### src/rtl/pattern_scan_pkg.sv
// rtl/pattern_scan_pkg.sv - shared state type, default widths and mask helper for the pattern scanner
package pattern_scan_pkg;

  typedef enum logic [1:0] {
    S_IDLE = 2'd0,
    S_RUN  = 2'd1,
    S_DONE = 2'd2
  } scan_state_e;

  localparam int PAT_W_DEF  = 8;
  localparam int LEN_W_DEF  = 4;
  localparam int SCAN_W_DEF = 16;
  localparam int CNT_W_DEF  = 8;
  localparam int PAT_W_MAX  = 16;

  // Mask of the low len bits, wide enough for the largest supported pattern.
  function automatic logic [PAT_W_MAX-1:0] len_mask(input int unsigned len);
    logic [PAT_W_MAX-1:0] m;
    if (len >= PAT_W_MAX) m = '1;
    else                  m = (PAT_W_MAX'(1) << len) - PAT_W_MAX'(1);
    return m;
  endfunction

endpackage

### src/rtl/pattern_window_cmp.sv
// rtl/pattern_window_cmp.sv - compares the low len bits of the history window against the pattern
module pattern_window_cmp
  import pattern_scan_pkg::*;
#(
  parameter int PAT_W = PAT_W_DEF,
  parameter int LEN_W = LEN_W_DEF
) (
  input  logic [PAT_W-1:0] hist,
  input  logic [PAT_W-1:0] pattern,
  input  logic [LEN_W-1:0] len,
  input  logic [LEN_W-1:0] fill,
  output logic             hit
);

  logic [PAT_W-1:0] mask;

  always_comb begin
    mask = PAT_W'(len_mask(32'(len)));
    // fill guards against matching on zeros left over from the clear
    hit  = (fill >= len) && (((hist ^ pattern) & mask) == '0);
  end

endmodule

### src/rtl/pattern_scan_ctrl.sv
// rtl/pattern_scan_ctrl.sv - sequenced serial pattern scanner: config latch, bit handshake, match counting
module pattern_scan_ctrl
  import pattern_scan_pkg::*;
#(
  parameter int PAT_W  = PAT_W_DEF,
  parameter int LEN_W  = LEN_W_DEF,
  parameter int SCAN_W = SCAN_W_DEF,
  parameter int CNT_W  = CNT_W_DEF
) (
  input  logic              clk,
  input  logic              aresetn,
  input  logic [PAT_W-1:0]  cfg_pattern,
  input  logic [LEN_W-1:0]  cfg_len,
  input  logic [SCAN_W-1:0] cfg_bits,
  input  logic              start,
  input  logic              bit_valid,
  input  logic              bit_in,
  output logic              bit_ready,
  output logic              busy,
  output logic              match,
  output logic [CNT_W-1:0]  match_count,
  output logic              done,
  output logic              cfg_err
);

  scan_state_e       state_q, state_d;
  logic [PAT_W-1:0]  hist_q, hist_d;
  logic [PAT_W-1:0]  pat_q, pat_d;
  logic [LEN_W-1:0]  len_q, len_d;
  logic [LEN_W-1:0]  fill_q, fill_d;
  logic [SCAN_W-1:0] remain_q, remain_d;
  logic [CNT_W-1:0]  count_q, count_d;
  logic              match_q, match_d;
  logic              done_q, done_d;
  logic              err_q, err_d;

  logic [PAT_W-1:0]  hist_shift;
  logic [LEN_W-1:0]  fill_inc;
  logic              cfg_ok;
  logic              hit;

  // Candidate post-accept window; the comparator judges the bit being accepted now.
  assign hist_shift = {hist_q[PAT_W-2:0], bit_in};
  assign fill_inc   = (fill_q == LEN_W'(PAT_W)) ? fill_q : fill_q + LEN_W'(1);
  assign cfg_ok     = (cfg_len != '0) && (32'(cfg_len) <= PAT_W) && (cfg_bits != '0);

  pattern_window_cmp #(
    .PAT_W (PAT_W),
    .LEN_W (LEN_W)
  ) u_cmp (
    .hist    (hist_shift),
    .pattern (pat_q),
    .len     (len_q),
    .fill    (fill_inc),
    .hit     (hit)
  );

  always_comb begin
    state_d  = state_q;
    hist_d   = hist_q;
    pat_d    = pat_q;
    len_d    = len_q;
    fill_d   = fill_q;
    remain_d = remain_q;
    count_d  = count_q;
    match_d  = 1'b0;
    done_d   = 1'b0;
    err_d    = 1'b0;
    case (state_q)
      S_IDLE: begin
        if (start) begin
          if (cfg_ok) begin
            state_d  = S_RUN;
            pat_d    = cfg_pattern;
            len_d    = cfg_len;
            remain_d = cfg_bits;
            hist_d   = '0;
            fill_d   = '0;
            count_d  = '0;
          end else begin
            err_d = 1'b1;
          end
        end
      end
      S_RUN: begin
        if (bit_valid) begin
          hist_d   = hist_shift;
          fill_d   = fill_inc;
          remain_d = remain_q - SCAN_W'(1);
          match_d  = hit;
          if (hit && (count_q != '1)) count_d = count_q + CNT_W'(1);
          if (remain_q == SCAN_W'(1)) begin
            state_d = S_DONE;
            done_d  = 1'b1;
          end
        end
      end
      S_DONE:  state_d = S_IDLE;
      default: state_d = S_IDLE;
    endcase
  end

  always_ff @(posedge clk) begin
    if (!aresetn) begin
      state_q  <= S_IDLE;
      hist_q   <= '0;
      pat_q    <= '0;
      len_q    <= '0;
      fill_q   <= '0;
      remain_q <= '0;
      count_q  <= '0;
      match_q  <= 1'b0;
      done_q   <= 1'b0;
      err_q    <= 1'b0;
    end else begin
      state_q  <= state_d;
      hist_q   <= hist_d;
      pat_q    <= pat_d;
      len_q    <= len_d;
      fill_q   <= fill_d;
      remain_q <= remain_d;
      count_q  <= count_d;
      match_q  <= match_d;
      done_q   <= done_d;
      err_q    <= err_d;
    end
  end

  assign bit_ready   = (state_q == S_RUN);
  assign busy        = (state_q != S_IDLE);
  assign match       = match_q;
  assign match_count = count_q;
  assign done        = done_q;
  assign cfg_err     = err_q;

endmodule
### config.mk
export PLATFORM = sky130hd
export DESIGN_NAME = pattern_scan_ctrl
export DESIGN_NICKNAME = d
export VERILOG_FILES = /design/src/rtl/pattern_scan_pkg.sv /design/src/rtl/pattern_window_cmp.sv /design/src/rtl/pattern_scan_ctrl.sv
export SDC_FILE = /design/constraint.sdc
export NUM_CORES = 1
export LEC_CHECK = 0
export CAP_MARGIN = 25
export CORE_ASPECT_RATIO = 1.75
export CORE_MARGIN = 2
export CORE_UTILIZATION = 45
export CTS_BUF_LIST = sky130_fd_sc_hd__clkbuf_8
export CTS_CLUSTER_SIZE = 20
export DETAILED_ROUTE_END_ITERATION = 10
export PLACE_DENSITY = 0.74
export SLEW_MARGIN = 10
export SYNTH_ARGS = -nofsm -noshare
export SYNTH_HDL_FRONTEND = slang
export SYNTH_HIERARCHICAL = 1
export SYNTH_SLANG_ARGS = --single-unit
### constraint.sdc
create_clock -name clk -period 3.8 [get_ports clk]
set_input_delay 1.14 -clock clk [delete_from_list [all_inputs] [get_ports clk]]
set_output_delay 1.14 -clock clk [all_outputs]
set_load 0.005 [all_outputs]
==> key figures <==
Timing
  – Fin crit period: 3.41 ns
  – Worst slew pin tran: 0.706 ns
  – Unrepaired setup endpoints after global routing: no
  – Sum Neg Setup Slack: 0 ns
  – Max Freq: 294 MHz
  – Setup Viol. Count Final: 0
  – Final Cycle Share: 89.7%
  – Fin. Hold Viols: 0
  – Setup Skew: 0.00234 ns
  – Worst slew margin: 52.5%
  – Fin. max-slew vios: 0

Cells and area
  – Area Growth Syn to Fin: 23.4%
  – Share of layout cells above drive strength 1: 7.03%
  – Nets: 469
  – Finished Cell Area: 3570 sq um
  – Diode count: 0

Yosys
  – Syn_area_per_cell: 7.64 sq um
  – Syn nets: 421
  – Synthesized cell area: 2890 sq um
  – Yosys warning count: 6
  – Post-synth ARST share: 0%
  – Cell taking the most area after synthesis: dfxtp_1
  – Most used DFF post-synth: dfxtp_1
  – Cells after synthesis: 378
  – Area share of the largest cell type after synthesis: 36.0%
  – Commonest cells post-synth: nand2_1 (65), dfxtp_1 (52), a21oi_1 (41)
  – Seq/Total Area, Yosys: 36.0%
  – Post-synth EDFFs: 0
  – Synth Register Bits: 52
  – Synth cell types: 56
  – Largest cells by area after synthesis: dfxtp_1 (36%), nand2_1 (8.4%), a21oi_1 (7.1%), ha_1 (4.3%), nor2_1 (3.8%)
  – Top-count cell post-synth: nand2_1

Worst hold path
  – Hold path endpoint: pat_q[2]
  – Hold depth: 2
  – Worst Hold Launch: pat_q[2]
  – Hold Crit Class: reg2reg

Die
  – DIE WIDTH: 64.6 um
  – CORE AREA: 6230 sq um
  – Initial Util: 46.4%
  – Num rows: 38
  – Ports: 46
  – Die Area: 7100 sq um
  – Die height: 110 um

Worst setup path
  – Critical Path RT: 4.03 ns
  – Crit path launch type: input pin
  – Crit. End Element: register
  – Critical path type: in2reg
  – Reg2reg start: len_q[2]
  – RR Endpoint: match_count[6]
  – Cells on worst reg2reg path: 12
  – Worst Path Arrival: 3.64 ns
  – Crit-path max FO: 4
  – Internal reg-to-reg setup slack: 0.63 ns

Flow run
  – Max Cap Viol: 0

Drt
  – Detail Route Antenna Nets: 0
  – Wire length per cell: 14.9 um
  – DRC violation count after routing: 0
  – Vias per cell: 5.78
  – Drt pass-1 iters: 6
  – DRT iter0 DRCs: 145
  – Routed wire length: 7580 um
  – Vias: 2932

Clock network
  – Clock Sink Count: 52
  – CTS tree: done
  – Post_cts resized: 0
  – Max clock buf depth: 2
  – Post-CTS repair timing setup buffer count: 0
  – CTS Root Cell: clkbuf_8
  – CTS Buf Count: 5
  – H-tree levels: 2
  – Hold-fix buffers at CTS: 0
  – Worst skew pair latency: 0.30 ns
  – CTS clk-pin slew, worst paths: 0.09 ns

Place
  – DP HPWL: 5580 um
  – Area post-placement: 3470 sq um
  – GP Congestion: 0.933
  – Port bufs: 45

GRT
  – Grt met1 use: 26.1%
  – Total GRT Usage: 22.5%
  – Met3 Use GR: 2.74%
  – First-pass GRT wire length: 12700 um
  – Total grt overflow: 0
  – Number of global-route vias before repair: 2776
  – Met2 usage: 40.8%
  – Initial antenna violation count: 0
  – Busiest grt layer: met2
  – Largest net degree at the start of global routing: 30

Power and ir drop
  – Cell Pwr Density: 354 nW/um^2
  – P_leak: 1.32 nW
  – Worst vdd ir: 0.000259 V

Run status
  – Status: finished, final reports clean
-- through the flow --
stage                     setup slack (ns)  hold WS (ns)  cells  total power [mW]  util (%)
after floorplan                      0.637         0.448    378             0.822         -
after global placement               0.101         0.459    499             0.937      55.7
after detailed placement            0.0708         0.467    499             0.943      55.7
after CTS                            0.387         0.480    507              1.27      57.3
after global routing                 0.224         0.504    507              1.33      57.3
final                                0.393         0.478    507              1.26      57.3
-- cells by family (layout without fill, tap and decap cells) --
group,count (synthesis),after routing,share of synthesized area (%)
flops,52,52,36.0
simple gates,162,162,27.2
fa+ha+maj,10,10,4.33
buf+inv,32,81,4.20
mux,4,4,1.43
xor+xnor,16,16,4.85
compound gates,102,102,22.0
-- cell type report --
class,count,area [sq um]
well taps,80,100
inverters,15,56.3
multi-input cells,294,1730
clock buffers,6,82.6
fillers,595,2660
flip-flops and latches,52,1040
clock inverters,2,11.3
repair buffers,58,548
-- layer usage --
| layer | routed length, um | part of all wire, % |
|---|---|---|
| met1 | 3020 | 40 |
| met2 | 3940 | 52 |
| met3 | 328 | 4.3 |
| met4 | 282 | 3.7 |
| met5 | 0 | 0 |
-- where the power goes --
part	switching (mW)	internal [mW]	leakage, nW
registers	0.0322	0.572	0.423
logic	0.176	0.157	0.852
clock network	0.179	0.146	0.0486
total	0.387	0.874	1.32
-- state kept, by name (all words and copies together) (netlist names) --
signal	cells
cfg_err	1
remain_q	16
match	1
pat_q	8
len_q	4
state_q	2
match_count	8
done	1
hist_q	7
fill_q	4
-- worst max path at each step --
stage / from / endpoint / slack, ns / cells after the start
after global placement: bit_in / match_count[6] / 0.10 / 11
after floorplan: bit_in / match_count[6] / 0.64 / 10
after global routing: bit_in / match_count[2] / 0.22 / 10
final: bit_in / match_count[6] / 0.39 / 11
after detailed placement: bit_in / match_count[6] / 0.07 / 11
after CTS: bit_in / match_count[6] / 0.39 / 11
-- cell usage in the layout (no fill, tap or decap), types with 4 or more instances in the layout --
master,count
a31oi_1,7
ha_1,10
xnor2_1,8
dfxtp_1,52
xor2_1,8
or4_1,5
nor4_1,8
nor2_1,29
a21oi_1,41
o221ai_1,4
o21ai_0,21
o211ai_1,6
nor3_1,9
nand3_1,18
inv_1,16
clkbuf_8,6
buf_4,13
nand2_1,65
clkdlybuf4s50_1,45
nor3b_1,4
-- critical path: stages --
cell             delay, ns
clkdlybuf4s50_1       0.44
xor2_1                0.16
a222oi_1              0.27
o211ai_1              0.12
and4b_1               0.26
o221a_2               0.21
nand4b_1              0.12
a41o_1                0.27
a21boi_1              0.16
or4_1                 0.40
o21ai_0               0.08
(Power assumes the default switching activity.)
